File: config.mk
export PLATFORM = sky130hd
export DESIGN_NAME = ym_bus_arb
export DESIGN_NICKNAME = d
export VERILOG_FILES = /design/src/rtl/ym_arb_pkg.sv /design/src/rtl/ym_pm_timer.sv /design/src/rtl/ym_bus_arb.sv
export SDC_FILE = /design/constraint.sdc
export NUM_CORES = 1
export LEC_CHECK = 0
export BUFFER_PORTS_ARGS = -buffer_cell sky130_fd_sc_hd__clkbuf_2
export CAP_MARGIN = 5
export CORE_ASPECT_RATIO = 0.7
export CORE_MARGIN = 2
export CORE_UTILIZATION = 34
export CTS_CLUSTER_DIAMETER = 120
export DETAILED_ROUTE_END_ITERATION = 10
export HOLD_SLACK_MARGIN = 0.06
export PLACE_DENSITY = 0.57
export SLEW_MARGIN = 40
export SYNTH_ARGS = -nofsm -noshare
export SYNTH_HDL_FRONTEND = slang
export SYNTH_SLANG_ARGS = --single-unit
File: constraint.sdc
create_clock -name clk -period 4.25 [get_ports clk]
set_input_delay 0.85 -clock clk [delete_from_list [all_inputs] [get_ports clk]]
set_output_delay 0.85 -clock clk [all_outputs]
set_load 0.02 [all_outputs]
File: src/rtl/ym_arb_pkg.sv
// Shared types and default timing for the YM2151 bus arbiter.
package ym_arb_pkg;

  typedef enum logic [1:0] {
    ST_IDLE,
    ST_SETUP,
    ST_STROBE,
    ST_WAIT
  } state_t;

  typedef enum logic {
    GNT_CPU  = 1'b0,
    GNT_UART = 1'b1
  } gnt_t;

  localparam int YM_STROBE_PM = 2;
  localparam int YM_ADDR_WAIT = 2;
  localparam int YM_DATA_WAIT = 68;

endpackage

File: src/rtl/ym_pm_timer.sv
// phi-M rising-edge detector plus a down-counter that steps once per phi-M edge.
// The counter stops at zero; a load takes priority over the decrement.
module ym_pm_timer #(
  parameter int WAIT_W = 8
) (
  input  logic              clk,
  input  logic              rst,
  input  logic              ym_pm,
  input  logic              load,
  input  logic [WAIT_W-1:0] value,
  output logic              pm_edge,
  output logic              zero
);

  logic              pm_last;
  logic [WAIT_W-1:0] cnt;

  assign pm_edge = ym_pm & ~pm_last;
  assign zero    = (cnt == '0);

  always_ff @(posedge clk) begin
    if (rst) begin
      pm_last <= 1'b0;
      cnt     <= '0;
    end else begin
      pm_last <= ym_pm;
      if (load)
        cnt <= value;
      else if (pm_edge && !zero)
        cnt <= cnt - 1'b1;
    end
  end

endmodule

File: src/rtl/ym_bus_arb.sv
// Two-requester (CPU, UART) sequencer for the YM2151 register port, paced by phi-M.
// Tie policy: fixed CPU priority by default; round-robin when YM_ARB_RR_EN is defined.
module ym_bus_arb
  import ym_arb_pkg::*;
#(
  parameter int STROBE_PM = YM_STROBE_PM,
  parameter int ADDR_WAIT = YM_ADDR_WAIT,
  parameter int DATA_WAIT = YM_DATA_WAIT,
  parameter int WAIT_W    = 8
) (
  input  logic       clk,
  input  logic       rst,
  input  logic       ym_pm,
  input  logic       cpu_req,
  input  logic       cpu_wr,
  input  logic       cpu_a0,
  input  logic [7:0] cpu_din,
  output logic       cpu_ack,
  output logic [7:0] cpu_dout,
  input  logic       uart_req,
  input  logic       uart_wr,
  input  logic       uart_a0,
  input  logic [7:0] uart_din,
  output logic       uart_ack,
  output logic [7:0] uart_dout,
  output logic       ym_cs_n,
  output logic       ym_wr_n,
  output logic       ym_rd_n,
  output logic       ym_a0,
  output logic [7:0] ym_dout,
  input  logic [7:0] ym_din,
  output logic       busy
);

  // Counters are loaded with N-1 so "pm_edge while zero" marks the N-th edge.
  localparam logic [WAIT_W-1:0] STB_LD = WAIT_W'(STROBE_PM - 1);
  localparam logic [WAIT_W-1:0] ADDR_W = WAIT_W'(ADDR_WAIT);
  localparam logic [WAIT_W-1:0] DATA_W = WAIT_W'(DATA_WAIT);

  state_t            state, state_nx;
  gnt_t              gnt;
  logic              wr_q;
  logic              pm_edge, cnt_zero, cnt_load, done;
  logic              strobe_on, strobe_off;
  logic              grant_any, grant_cpu;
  logic [WAIT_W-1:0] cnt_val, wait_len;

  ym_pm_timer #(.WAIT_W(WAIT_W)) u_timer (
    .clk     (clk),
    .rst     (rst),
    .ym_pm   (ym_pm),
    .load    (cnt_load),
    .value   (cnt_val),
    .pm_edge (pm_edge),
    .zero    (cnt_zero)
  );

`ifdef YM_ARB_RR_EN
  gnt_t last_gnt;

  always_ff @(posedge clk) begin
    if (rst)
      last_gnt <= GNT_UART;
    else if (state == ST_IDLE && grant_any)
      last_gnt <= grant_cpu ? GNT_CPU : GNT_UART;
  end

  assign grant_cpu = cpu_req & (~uart_req | (last_gnt == GNT_UART));
`else
  assign grant_cpu = cpu_req;
`endif

  assign grant_any = cpu_req | uart_req;
  assign done      = pm_edge & cnt_zero;
  assign wait_len  = !wr_q ? '0 : (ym_a0 ? DATA_W : ADDR_W);
  assign busy      = (state != ST_IDLE);

  always_ff @(posedge clk) begin
    if (rst) state <= ST_IDLE;
    else     state <= state_nx;
  end

  always_comb begin
    state_nx = state;
    case (state)
      ST_IDLE:   if (grant_any) state_nx = ST_SETUP;
      ST_SETUP:  if (pm_edge)   state_nx = ST_STROBE;
      ST_STROBE: if (done)      state_nx = (wait_len == '0) ? ST_IDLE : ST_WAIT;
      ST_WAIT:   if (done)      state_nx = ST_IDLE;
      default:                  state_nx = ST_IDLE;
    endcase
  end

  always_comb begin
    strobe_on  = (state == ST_SETUP) && pm_edge;
    strobe_off = (state == ST_STROBE) && done;
    cnt_load   = 1'b0;
    cnt_val    = STB_LD;
    if (strobe_on) begin
      cnt_load = 1'b1;
    end else if (strobe_off && wait_len != '0) begin
      cnt_load = 1'b1;
      cnt_val  = wait_len - WAIT_W'(1);
    end
  end

  always_ff @(posedge clk) begin
    if (rst) begin
      ym_cs_n   <= 1'b1;
      ym_wr_n   <= 1'b1;
      ym_rd_n   <= 1'b1;
      ym_a0     <= 1'b0;
      ym_dout   <= 8'h00;
      cpu_ack   <= 1'b0;
      uart_ack  <= 1'b0;
      cpu_dout  <= 8'h00;
      uart_dout <= 8'h00;
      gnt       <= GNT_CPU;
      wr_q      <= 1'b0;
    end else begin
      cpu_ack  <= 1'b0;
      uart_ack <= 1'b0;
      if (state == ST_IDLE && grant_any) begin
        gnt     <= grant_cpu ? GNT_CPU : GNT_UART;
        wr_q    <= grant_cpu ? cpu_wr  : uart_wr;
        ym_a0   <= grant_cpu ? cpu_a0  : uart_a0;
        ym_dout <= grant_cpu ? cpu_din : uart_din;
      end
      if (strobe_on) begin
        ym_cs_n <= 1'b0;
        ym_wr_n <= ~wr_q;
        ym_rd_n <= wr_q;
      end
      if (strobe_off) begin
        ym_cs_n <= 1'b1;
        ym_wr_n <= 1'b1;
        ym_rd_n <= 1'b1;
        if (gnt == GNT_CPU) begin
          cpu_ack <= 1'b1;
          if (!wr_q) cpu_dout <= ym_din;
        end else begin
          uart_ack <= 1'b1;
          if (!wr_q) uart_dout <= ym_din;
        end
      end
    end
  end

endmodule

* Word-level counts from Yosys, hierarchy flattened *
Cells that the tools add are included.

word-level totals
  logic and storage cells = 67
  output and inout port bits = 31
  register bits = 43
  bits of input ports = 33

operators by class
  equality and inequality tests = 7
  add/subtract/negate cells = 2
  bitwise operators = 7
  reductions and logical operators = 17
  multiplexer cells = 20

operator list
  operator                                             number
  2-to-1 mux 8 bit                                     5
  logical NOT 8 bit                                    2
  2-to-1 mux 7 bit                                     2
  2-to-1 mux 2 bit                                     5
  inequality test 2 bit, second input constant         4
  one-hot mux 2 bit (4 select lines)                   1
  nonzero test 8 bit                                   1
  subtractor 7 x 1 -> 8 bit, second input constant     1
  subtractor 8 x 1 -> 8 bit, second input constant     1
  2-to-1 mux 1 bit                                     7
  AND reduction 3 bit                                  2
  logical AND 1 bit                                    5
  equality test 2 bit, second input constant           2
  NOT 1 bit                                            4
  AND reduction 4 bit                                  1
  nonzero test 2 bit                                   2
  OR reduction 2 bit                                   2
  AND 1 bit                                            2
  equality test 2 x 1 -> 1 bit, second input constant  1
  logical NOT 2 bit                                    1
  logical NOT 1 bit                                    1
  bitwise OR 1 bit                                     1

* Longest topological paths before layout *
Gate-level depths: netlist of the first run.

  depth in word-level cells = 8
  mapped depth = 7
  depth with buffers taken out = 6

* Cells and area by module *
From an unflattened synthesis of the first run, not the netlist that was laid out.

second synthesis, totals
  cells, all modules = 222
  area total of the unflattened synthesis = 2,160.8 µm²

modules (own cells, without submodules)
  module       cells each  instances  sequential area each (µm²)  area each (µm²)
  ym_bus_arb   158         1          680.7                       1,602.8
  ym_pm_timer  64          1          180.2                       558.0

* Worst setup path before layout of the first run *
No wires, ideal clock.

  kind = in2reg
  from = input port ym_pm
  to = register uart_dout[0]
  setup time = 120 ps
  stages = 5
  arrival = 2,118 ps
  buffers on the path = 1
  data required time = 4,130 ps
  setup slack = 2,012 ps
  cells stage by stage = nor2b_1 nand3_1 or4_1 buf_4 mux2i_1

between the ends
  cells in the longest elaborated chain, start to end = 4

ends and longest elaborated chain
  what                                  line               RTL
  start: declaration                    ym_bus_arb.sv:13   input logic ym_pm,
  AND 1 bit                             ym_pm_timer.sv:18  assign pm_edge = ym_pm & ~pm_last;
  AND 1 bit                             ym_bus_arb.sv:74   assign done = pm_edge & cnt_zero;
  logical AND 1 bit                     ym_bus_arb.sv:96   strobe_off = (state == ST_STROBE) && done;
  AND reduction 3 bit (no source line)  -
  end signal: assignment                ym_bus_arb.sv:143  if (!wr_q) uart_dout <= ym_din;
  end: declaration                      ym_bus_arb.sv:25   output logic [7:0] uart_dout,

Every way passes these cells.
A chain may end at the register's enable or synchronous reset.

* Worst setup path after layout of the first run *
  from = input port ym_pm
  to = register uart_dout[5]

The elaborated chain is that of the path after synthesis.

==> flow_summary_export.csv, run 1 <==
group,metric,value,unit
critical_path,crit_buf_inv,1,
critical_path,critPathTopFamily,"simple AND/OR/NAND/NOR gates",
cts,cts_hold_buf,0,
yosys,ys_types,45,
cts,cts.sinks,43,
routing,drt-initial-drc-count,127,
placement,gp_congestion,0.758,
yosys,synth_most_common_cell,"dfxtp_1",
sta,hold_violations,0,
floorplanning,design.core.area,0.00616,sq mm
critical_path,crit_path_end_kind,"flop",
routing,vias,1885,
layout,diodes,0,
critical_path,ff2ff_path_depth,6,
yosys,seq_area_frac_synth,40.4,%
layout,postLayoutCellArea,0.00257,sq mm
sta,setup_viol,0,
critical_path,cp.arrival,2550,ps
floorplanning,start_util,34.6,%
power_and_ir_drop,vdd_drop_max,0.000138,V
run_status,status,"completed",
floorplanning,die_y,70.3,um
power_and_ir_drop,p_leak,0.00112,uW
floorplanning,design.die.area,0.00693,sq mm
global_route,grt_usage,14.3,%
placement,port_buffers,63,
routing,ant_nets,0,
sta,tightestPinTransition,782,ps
yosys,synth_area_leader_cell,"dfxtp_1",
critical_path,crit_chain,"clkbuf_2 > nor2b_1 > nand3_1 > or4_1 > mux2i_1",
critical_path,startpoint_type,"primary input",
yosys,synth_area,0.00213,sq mm
cts,numCtsBuffers,5,
critical_path,crit_type,"in -> reg",
placement,place_area,0.00246,sq mm
power_and_ir_drop,power_density,433,mW/mm^2
layout,multi_input_area,0.00115,sq mm
yosys,synth_compound_area_share,20.5,%
critical_path,cp.depth,5,
sta,fin_skew,3.28,ps
yosys,synth_edf_count,0,
yosys,yosys_warnings,0,
sta,fmax,421,MHz
sta,min_period,2370,ps
layout,area_growth,20.8,%
worst_hold_path,min_path_cells,2,
sta,rsz0062_at_grt,"false",
global_route,grt_max_degree,34,
layout,fillers,621,
critical_path,required,4430,ps
yosys,synth_mux_area_share,8.92,%
worst_hold_path,hold_path_class,"reg -> reg",
yosys,syn_inst,238,
routing,wl_per_cell,13.5,um
sta,slew_headroom,47.9,%
critical_path,crit_path_max_fanout,8,
cts,cts_setup_buffers,0,
sta,fin_crit_sh,55.8,%
cts,clockBufferDepth,2,
cts,cts.htree.levels,2,
cts,cts_root_buf,"clkbuf_8",
yosys,ys_seq_elements,43,
cts,worstSkewPairLatency,300,ps
sta,tns,0,ps
yosys,synth_xor_area_share,0.822,%
global_route,first_global_vias,1640,
cts,clk_pin_slew,80,ps
global_route,grt_antenna_before_repair,0,
critical_path,critPathMaxStageDelay,760,ps
layout,fin_nets,327,
global_route,grt_overflow,0,
routing,drc,0,
yosys,synthAdderAreaFrac,2.35,%
cts,cts_resized,0,
floorplanning,num_io_pins,64,
floorplanning,die_w,98.6,um
yosys,synth_ff_type,"dfxtp_1",
yosys,ys_top_cells_by_count,"dfxtp_1, nand2_1, mux2i_1",
sta,final_max_slew_viol_count,0,
yosys,syn_nets,275,
global_route,grt_pass1_wl,8.00,mm
yosys,netlist_top_cells_area,"dfxtp_1, mux2i_1, a21oi_1",
routing,wl,4.99,mm
cts,cts_tree,"built",
job,cap_viol_max_count,0,
floorplanning,core.rowCount,24,
routing,drt_pass1_iterations,4,
yosys,yosysTopAreaCellShare,40.4,%
critical_path,cp_slowest_cell,"or4_1",
placement,detailed_place_hpwl,3.70,mm
yosys,synthArstFlopShare,0,%
yosys,synth_area_per_cell,8.96,sq um
yosys,synth_top_family_by_area,"simple AND/OR/NAND/NOR gates",
layout,drive_above_1_share,28.9,%
layout,ff_latch_area,861,sq um
routing,viasPerCell,5.11,
yosys,synthSimpleGateAreaFrac,21.1,%
kinds of logic (layout without fill, tap and decap cells):
| group | after synthesis | count (layout) |
|---|---|---|
| and+or+nand+nor | 80 | 80 |
| AOI/OAI and AO/OA | 62 | 62 |
| DFF | 43 | 43 |
| buffers and inverters | 28 | 81 |
| muxes | 19 | 19 |
| adders and majority gates | 4 | 4 |
| xor gates and xnor gates | 2 | 2 |
worst reg2reg max path, stage by stage, from the launching register on:
cell,delay (ps)
dfxtp_1,360
inv_1,90
ha_1,170
nor4b_4,390
nand3_1,200
or4_1,760
mux2i_1,200
path summary, 6_finish.rpt:
kind / from / end / slack, ps
max: ym_pm / uart_dout[5] / 1880
min: uart_dout[3] / uart_dout[3] / 470
max reg2reg: u_timer.cnt[1] / uart_dout[5] / 1960
min reg2reg: uart_dout[3] / uart_dout[3] / 470
state kept, by name, indices dropped and copies added (netlist names):
register / flops
cpu_ack: 1
cpu_dout: 8
gnt: 1
state: 2
u_timer.cnt: 8
u_timer.pm_last: 1
uart_ack: 1
uart_dout: 8
wr_q: 1
ym_a0: 1
ym_cs_n: 1
ym_dout: 8
ym_rd_n: 1
ym_wr_n: 1
layer usage:
metal | vias to the layer above | global-route usage (%) | share of wire (%)
met1 | 849 | 21.2 | 53
met5 | - | 0 | 0
met2 | 57 | 19.6 | 40
li1 | 971 | - | -
met4 | 0 | 4.57 | 1.3
met3 | 8 | 4.50 | 6.5
layout by cell type (no fill, tap or decap), types with 2 or more instances in the layout:
cell / Yosys / routed
nand2b_1: 3 / 3
nor3_1: 4 / 3
xnor2_1: 2 / 2
a211oi_2: 4 / 4
inv_1: 9 / 9
clkbuf_2: 0 / 63
nor2_1: 18 / 18
a21oi_1: 17 / 17
o21a_1: 2 / 2
clkbuf_8: 0 / 5
nor2b_1: 3 / 3
nand2_1: 22 / 22
o21ai_0: 4 / 4
nor3_2: 2 / 3
nor3b_1: 3 / 3
or4_1: 2 / 2
dfxtp_1: 43 / 43
ha_1: 4 / 4
nand3_1: 5 / 5
a31oi_1: 5 / 5
a211oi_1: 11 / 11
o21ai_1: 10 / 10
mux2i_1: 19 / 19
nand4_1: 10 / 10
through the flow:
step / hold slack (ps) / power (uW) / util, % / worst slack [ps] / std cells
after CTS: 468 / 1120 / 41.7 / 1860 / 369
after floorplan: 431 / 726 / - / 2010 / 238
final: 466 / 1120 / 41.8 / 1880 / 369
after global placement: 449 / 800 / 39.9 / 1620 / 361
after global routing: 486 / 1180 / 41.8 / 1740 / 369
after detailed placement: 456 / 803 / 39.9 / 1550 / 361
power by group:
part           switching [uW]  internal [uW]  leakage [uW]
logic                     193            124      0.000712
clock network             145            175     0.0000581
registers                41.1            438      0.000352
area by class of cell:
class | instances | area share, %
timing repair buffer | 63 | 12.2
tap | 78 | 3.79
sequential | 43 | 33.4
clock buffer | 5 | 2.67
inverter | 10 | 1.46
clock inverter | 3 | 1.70
multi-input combinational | 167 | 44.7
Note: power is estimated with default switching activity, not from simulation.
==> run 2: changes to the inputs <==
--- a/config.mk
+++ b/config.mk
@@ -5,6 +5,7 @@
 export SDC_FILE = /design/constraint.sdc
 export NUM_CORES = 1
 export LEC_CHECK = 0
+export ABC_AREA = 1
 export BUFFER_PORTS_ARGS = -buffer_cell sky130_fd_sc_hd__clkbuf_2
 export CAP_MARGIN = 5
 export CORE_ASPECT_RATIO = 0.7
@@ -13,7 +14,7 @@
 export CTS_CLUSTER_DIAMETER = 120
 export DETAILED_ROUTE_END_ITERATION = 10
 export HOLD_SLACK_MARGIN = 0.06
-export PLACE_DENSITY = 0.57
+export PLACE_DENSITY = 0.59
 export SLEW_MARGIN = 40
 export SYNTH_ARGS = -nofsm -noshare
 export SYNTH_HDL_FRONTEND = slang
==> constraint.sdc (replaced) <==
create_clock -name clk -period 2.15 [get_ports clk]
set_input_delay 0.43 -clock clk [delete_from_list [all_inputs] [get_ports clk]]
set_output_delay 0.43 -clock clk [all_outputs]
set_load 0.02 [all_outputs]
==> flow_summary_export.csv, run 2 <==
group,metric,value,unit
sta,setup_viol,0,
floorplanning,die_w,96.6,um
power_and_ir_drop,p_leak,0.00128,uW
yosys,synth_most_common_cell,"nand2_1",
yosys,synthArstFlopShare,0,%
routing,routed-wl-met2,1.76,mm
placement,port_buffers,63,
power_and_ir_drop,p_sw,987,uW
routing,wl_per_cell,10.7,um
layout,drive_above_1_share,25.8,%
sta,fin_crit_sh,83.7,%
yosys,netlist_top_cells_area,"dfxtp_1, nand2_1, nor2_1",
sta,slew_headroom,76.1,%
yosys,ys_types,27,
cts,cts_hold_buf,0,
sta,fmax,556,MHz
routing,wl_met1,2.51,mm
run_status,status,"completed",
yosys,synth_area_leader_cell,"dfxtp_1",
global_route,first_global_vias,1736,
routing,top_layer,"met4",
routing,drc,0,
yosys,synth_area_per_cell,7.07,sq um
routing,wl,4.65,mm
layout,area_growth,25.4,%
yosys,ys_seq_elements,43,
critical_path,crit_type,"reg -> reg",
cts,cts_tree,"built",
routing,viasPerCell,4.45,
cts,worstSkewPairLatency,290,ps
cts,clockBufferDepth,2,
yosys,synth_ff_type,"dfxtp_1",
power_and_ir_drop,pwr-share-seq,41.3,%
critical_path,cp-endpoint,"u_timer.cnt[7]",
critical_path,reg2reg_from,"wr_q",
critical_path,startpoint_type,"flop",
power_and_ir_drop,switching_share,39.4,%
sta,fin_skew,3.96,ps
critical_path,required,2340,ps
power_and_ir_drop,power_frac_clock,19.9,%
yosys,synth_area,0.00204,sq mm
cts,numCtsBuffers,5,
floorplanning,die_y,68.8,um
cts,clk_pin_slew,80,ps
yosys,syn_nets,326,
routing,drt_pass1_iterations,4,
job,cap_viol_max_count,0,
placement,gp_congestion,0.776,
power_and_ir_drop,power_density,979,mW/mm^2
floorplanning,core.rowCount,23,
critical_path,ff2ff_path_depth,9,
cts,cts.sinks,43,
power_and_ir_drop,internal_power,1520,uW
critical_path,crit_path_end_kind,"flop",
yosys,ys_top_cells_by_count,"nand2_1, nor2_1, dfxtp_1",
layout,final_common_cell,"nand2_1",
cts,cts.htree.levels,2,
yosys,syn_inst,289,
layout,fin_nets,396,
global_route,grt_overflow,0,
global_route,grt_max_degree,17,
placement,detailed_place_hpwl,3.69,mm
routing,vias,1934,
floorplanning,design.die.area,0.00665,sq mm
global_route,grt_pass1_wl,7.90,mm
sta,holdWs,371,ps
sta,hold_violations,0,
yosys,yosys_warnings,0,
layout,fillers,619,
floorplanning,start_util,35.5,%
power_and_ir_drop,p_comb_share,38.8,%
layout,diodes,0,
cts,cts_resized,0,
routing,dr_wl_met3,323,um
yosys,synth_edf_count,0,
yosys,yosysTopAreaCellShare,42.2,%
floorplanning,num_io_pins,64,
layout,final_cell_mix,"nand2_1, nor2_1, clkbuf_2, dfxtp_1, inv_1",
global_route,grt_antenna_before_repair,0,
sta,final_max_slew_viol_count,0,
cts,cts_root_buf,"clkbuf_8",
cts,cts_setup_buffers,0,
critical_path,critPathLaunch,"wr_q",
critical_path,crit_path_max_fanout,7,
sta,min_period,1800,ps
routing,ant_nets,0,
critical_path,reg2reg_to,"u_timer.cnt[7]",
worst_hold_path,hold_path_class,"in -> reg",
global_route,grt_usage,14.8,%
floorplanning,design.core.area,0.00576,sq mm
critical_path,cp.arrival,1990,ps
routing,drt-initial-drc-count,79,
yosys,seq_area_frac_synth,42.2,%
sta,tightestPinTransition,358,ps
sta,tns,0,ps
sta,rsz0062_at_grt,"false",
power_and_ir_drop,vdd_drop_max,0.000480,V
critical_path,rrSetupSlack,350,ps
-- run 2: cell types whose count changed after synthesis, sizes merged, moves of 6 or more --
cell / delta
nand2: +43
a211oi: -15
nor2: +50
inv: +16
mux2i: -19
nand3: +18
a21oi: -12
o21ai: +6
clkbuf: -8
nand4: -8
-- run 2: how the worst min path moves through the flow --
stage	end	depth (start not counted)	slack (ps)	startpoint
5_1_grt	ym_dout[1]	3	370	cpu_din[1]
4_1_cts	ym_dout[6]	3	370	cpu_din[6]
3_5_place_dp	ym_cs_n	2	450	ym_cs_n
3_3_place_gp	uart_dout[3]	2	460	uart_dout[3]
6_report	ym_dout[6]	3	370	cpu_din[6]
2_1_floorplan	state[1]	2	500	state[1]
-- run 2: routing by layer --
metal | vias to the layer above | track usage [%]
met5 | - | 0
met2 | 55 | 21.0
li1 | 1063 | -
met1 | 812 | 20.8
met4 | 0 | 5.81
met3 | 4 | 4.84
-- run 2: per-stage QoR --
stage / cell area [sq um] / util (%) / worst slack, ps / cells / power [uW]
floorplan: 2040 / - / 348 / 289 / 1770
global placement: 2480 / 43.0 / 448 / 427 / 2030
detailed placement: 2480 / 43.0 / 381 / 427 / 2030
CTS: 2560 / 44.5 / 357 / 435 / 2530
global route: 2560 / 44.5 / 201 / 435 / 2710
finish: 2560 / 44.5 / 350 / 435 / 2510
-- run 2: final cells by class --
type                       instances  area [sq um]  share of cell area (%)
clock buffer                       5          68.8                    2.69
clock inverter                     3          15.0                   0.586
inverter                          28           105                    4.10
multi-input combinational        211          1050                    41.0
sequential                        43           861                    33.6
tap                               75          93.8                    3.66
timing repair buffer              70           368                    14.4
-- run 2: power groups by stage --
stage / combinational, uW / sequential [uW] / clock, uW
floorplan: 678 / 1100 / 0
global placement: 972 / 1060 / 0
detailed placement: 981 / 1050 / 0
CTS: 982 / 1040 / 513
global route: 1110 / 1050 / 543
finish: 974 / 1030 / 500
-- run 2: critical path, stage by stage, from the launching register on --
cell	delay (ps)
dfxtp_1	370
inv_2	50
or2_1	240
ha_1	200
nor2_1	170
nand3_2	150
nand2_1	270
nor2_1	80
nor2_1	120
nor2_1	50
-- run 2: cells by family after synthesis --
| family | Yosys count | share of synthesized area (%) |
|---|---|---|
| and+or+nand+nor | 164 | 36.3 |
| xor gates and xnor gates | 6 | 2.57 |
| AOI/OAI and AO/OA | 37 | 10.1 |
| adders and majority gates | 4 | 2.45 |
| DFF | 43 | 42.2 |
| buffers and inverters | 35 | 6.43 |
==> run 3: changes to the inputs <==
==> constraint.sdc (replaced) <==
create_clock -name clk -period 1.5 [get_ports clk]
set_input_delay 0.3 -clock clk [delete_from_list [all_inputs] [get_ports clk]]
set_output_delay 0.3 -clock clk [all_outputs]
set_load 0.02 [all_outputs]
==> flow_summary_export.csv, run 3 (synthesis results as in run 2) <==
group,metric,value,unit
run_status,status,"complete, but fails checks",
run_status,violations,"negative setup slack",
sta,hold_violations,0,
power_and_ir_drop,pwr-share-seq,33.9,%
global_route,grt_pass1_wl,8.41,mm
worst_hold_path,min-delay-start,"cpu_a0",
sta,final_max_slew_viol_count,0,
power_and_ir_drop,internal_power,2660,uW
cts,clk_pin_slew,90,ps
layout,diodes,0,
sta,tns,-237,ps
power_and_ir_drop,power_density,1440,mW/mm^2
power_and_ir_drop,vdd_drop_max,0.000611,V
routing,ant_nets,0,
floorplanning,num_io_pins,64,
sta,setup_viol,10,
layout,fin_nets,425,
critical_path,startpoint_type,"flop",
placement,gp_congestion,0.772,
worst_hold_path,min_path_cells,3,
critical_path,required,1690,ps
cts,worstSkewPairLatency,300,ps
layout,drive_above_1_share,40.9,%
power_and_ir_drop,switching_share,38.4,%
critical_path,rrSetupSlack,-50,ps
routing,drt-initial-drc-count,66,
worst_hold_path,holdPathEnd,"ym_a0",
critical_path,cp.arrival,1750,ps
critical_path,crit_path_max_fanout,6,
job,cap_viol_max_count,0,
power_and_ir_drop,power_frac_clock,19.5,%
critical_path,reg2reg_from,"wr_q",
placement,detailed_place_hpwl,3.87,mm
sta,min_period,1550,ps
routing,wl,5.22,mm
critical_path,crit_type,"reg -> reg",
layout,final_common_cell,"clkbuf_2",
critical_path,reg2reg_to,"u_timer.cnt[7]",
routing,wl_per_cell,11.3,um
power_and_ir_drop,p_comb_share,46.6,%
routing,drt_pass1_iterations,4,
floorplanning,die_y,68.8,um
sta,fin_crit_sh,104,%
sta,slew_headroom,74.6,%
cts,clockBufferDepth,2,
placement,port_buffers,63,
floorplanning,core.rowCount,23,
global_route,grt_overflow,0,
sta,tightestPinTransition,380,ps
sta,holdWs,232,ps
cts,cts_tree,"built",
critical_path,ff2ff_path_depth,9,
global_route,first_global_vias,1803,
floorplanning,design.die.area,0.00665,sq mm
global_route,grt_antenna_before_repair,0,
sta,rsz0062_at_grt,"true",
power_and_ir_drop,p_sw,1650,uW
layout,final_cell_mix,"clkbuf_2, nand2_1, nor2_1, dfxtp_1, buf_4",
sta,worst_slack,-54.9,ps
floorplanning,start_util,35.5,%
cts,numCtsBuffers,5,
cts,cts.sinks,43,
power_and_ir_drop,p_leak,0.00147,uW
worst_hold_path,hold_path_class,"in -> reg",
layout,fillers,588,
floorplanning,die_w,96.6,um
global_route,grt_usage,16.0,%
cts,cts_root_buf,"clkbuf_8",
routing,vias,2087,
critical_path,crit_path_end_kind,"flop",
cts,cts.htree.levels,2,
routing,drc,0,
cts,cts_hold_buf,0,
global_route,grt_max_degree,18,
sta,fmax,643,MHz
sta,fin_skew,5.94,ps
layout,area_growth,46.5,%
routing,viasPerCell,4.50,
floorplanning,design.core.area,0.00576,sq mm
-- run 3: layer usage --
layer	GRT usage [%]	vias up	share of wire [%]
met4	5.28	0	1.1
met3	4.64	4	7.1
met1	22.8	890	50
met5	0	-	0
met2	23.2	66	42
li1	-	1127	-
-- run 3: through the flow --
step           worst slack, ps  util (%)  cell area (sq um)  instances  total power [uW]
2_1_floorplan            -17.2         -               2080        289              2580
3_3_place_gp             -42.8      46.1               2650        445              3130
3_5_place_dp             -86.5      46.1               2650        445              3150
4_1_cts                  -1.00      49.6               2850        461              4140
5_1_grt                   -128      52.0               2990        464              4630
6_report                 -54.9      52.0               2990        464              4310
-- run 3: worst max-delay path by stage --
stage / startpoint / to / slack [ps] / depth (start not counted)
final: wr_q / u_timer.cnt[7] / -50 / 9
after global routing: wr_q / u_timer.cnt[3] / -130 / 9
after CTS: wr_q / u_timer.cnt[3] / -1 / 9
after detailed placement: u_timer.cnt[0] / uart_dout[6] / -90 / 8
after global placement: wr_q / u_timer.cnt[3] / -40 / 9
after floorplan: wr_q / u_timer.cnt[5] / -20 / 9
-- run 3: layout make-up --
class	count	area [sq um]	area share [%]
tap	75	93.8	3.14
inverter	28	110	3.68
clock inverter	2	13.8	0.460
timing repair buffer	98	586	19.6
clock buffer	6	93.8	3.14
multi-input combinational	212	1220	40.9
sequential	43	870	29.1
-- run 3: repair_timing --
| action | in CTS | in global routing |
|---|---|---|
| resized for setup | 8 | 34 |
| endpoints found under the setup margin | 21 | 26 |
| buffers inserted | 7 | 3 |
| pin swaps | 5 | 19 |
| gates cloned | 1 | 0 |
-- run 3: power groups by stage --
| stage | clock, uW | combinational, uW | sequential [uW] |
|---|---|---|---|
| floorplan | 0 | 1010 | 1580 |
| global route | 919 | 2220 | 1490 |
| finish | 840 | 2010 | 1460 |
| global placement | 0 | 1670 | 1460 |
| detailed placement | 0 | 1680 | 1460 |
| CTS | 871 | 1830 | 1440 |
-- run 3: worst max-delay path: stages, from the launching register on --
cell	delay, ps
dfxtp_4	370
inv_4	30
or2_4	230
ha_4	170
nor2_4	110
nand3_4	150
nand3_4	140
nand2_4	100
nor2_1	100
nor2_1	50
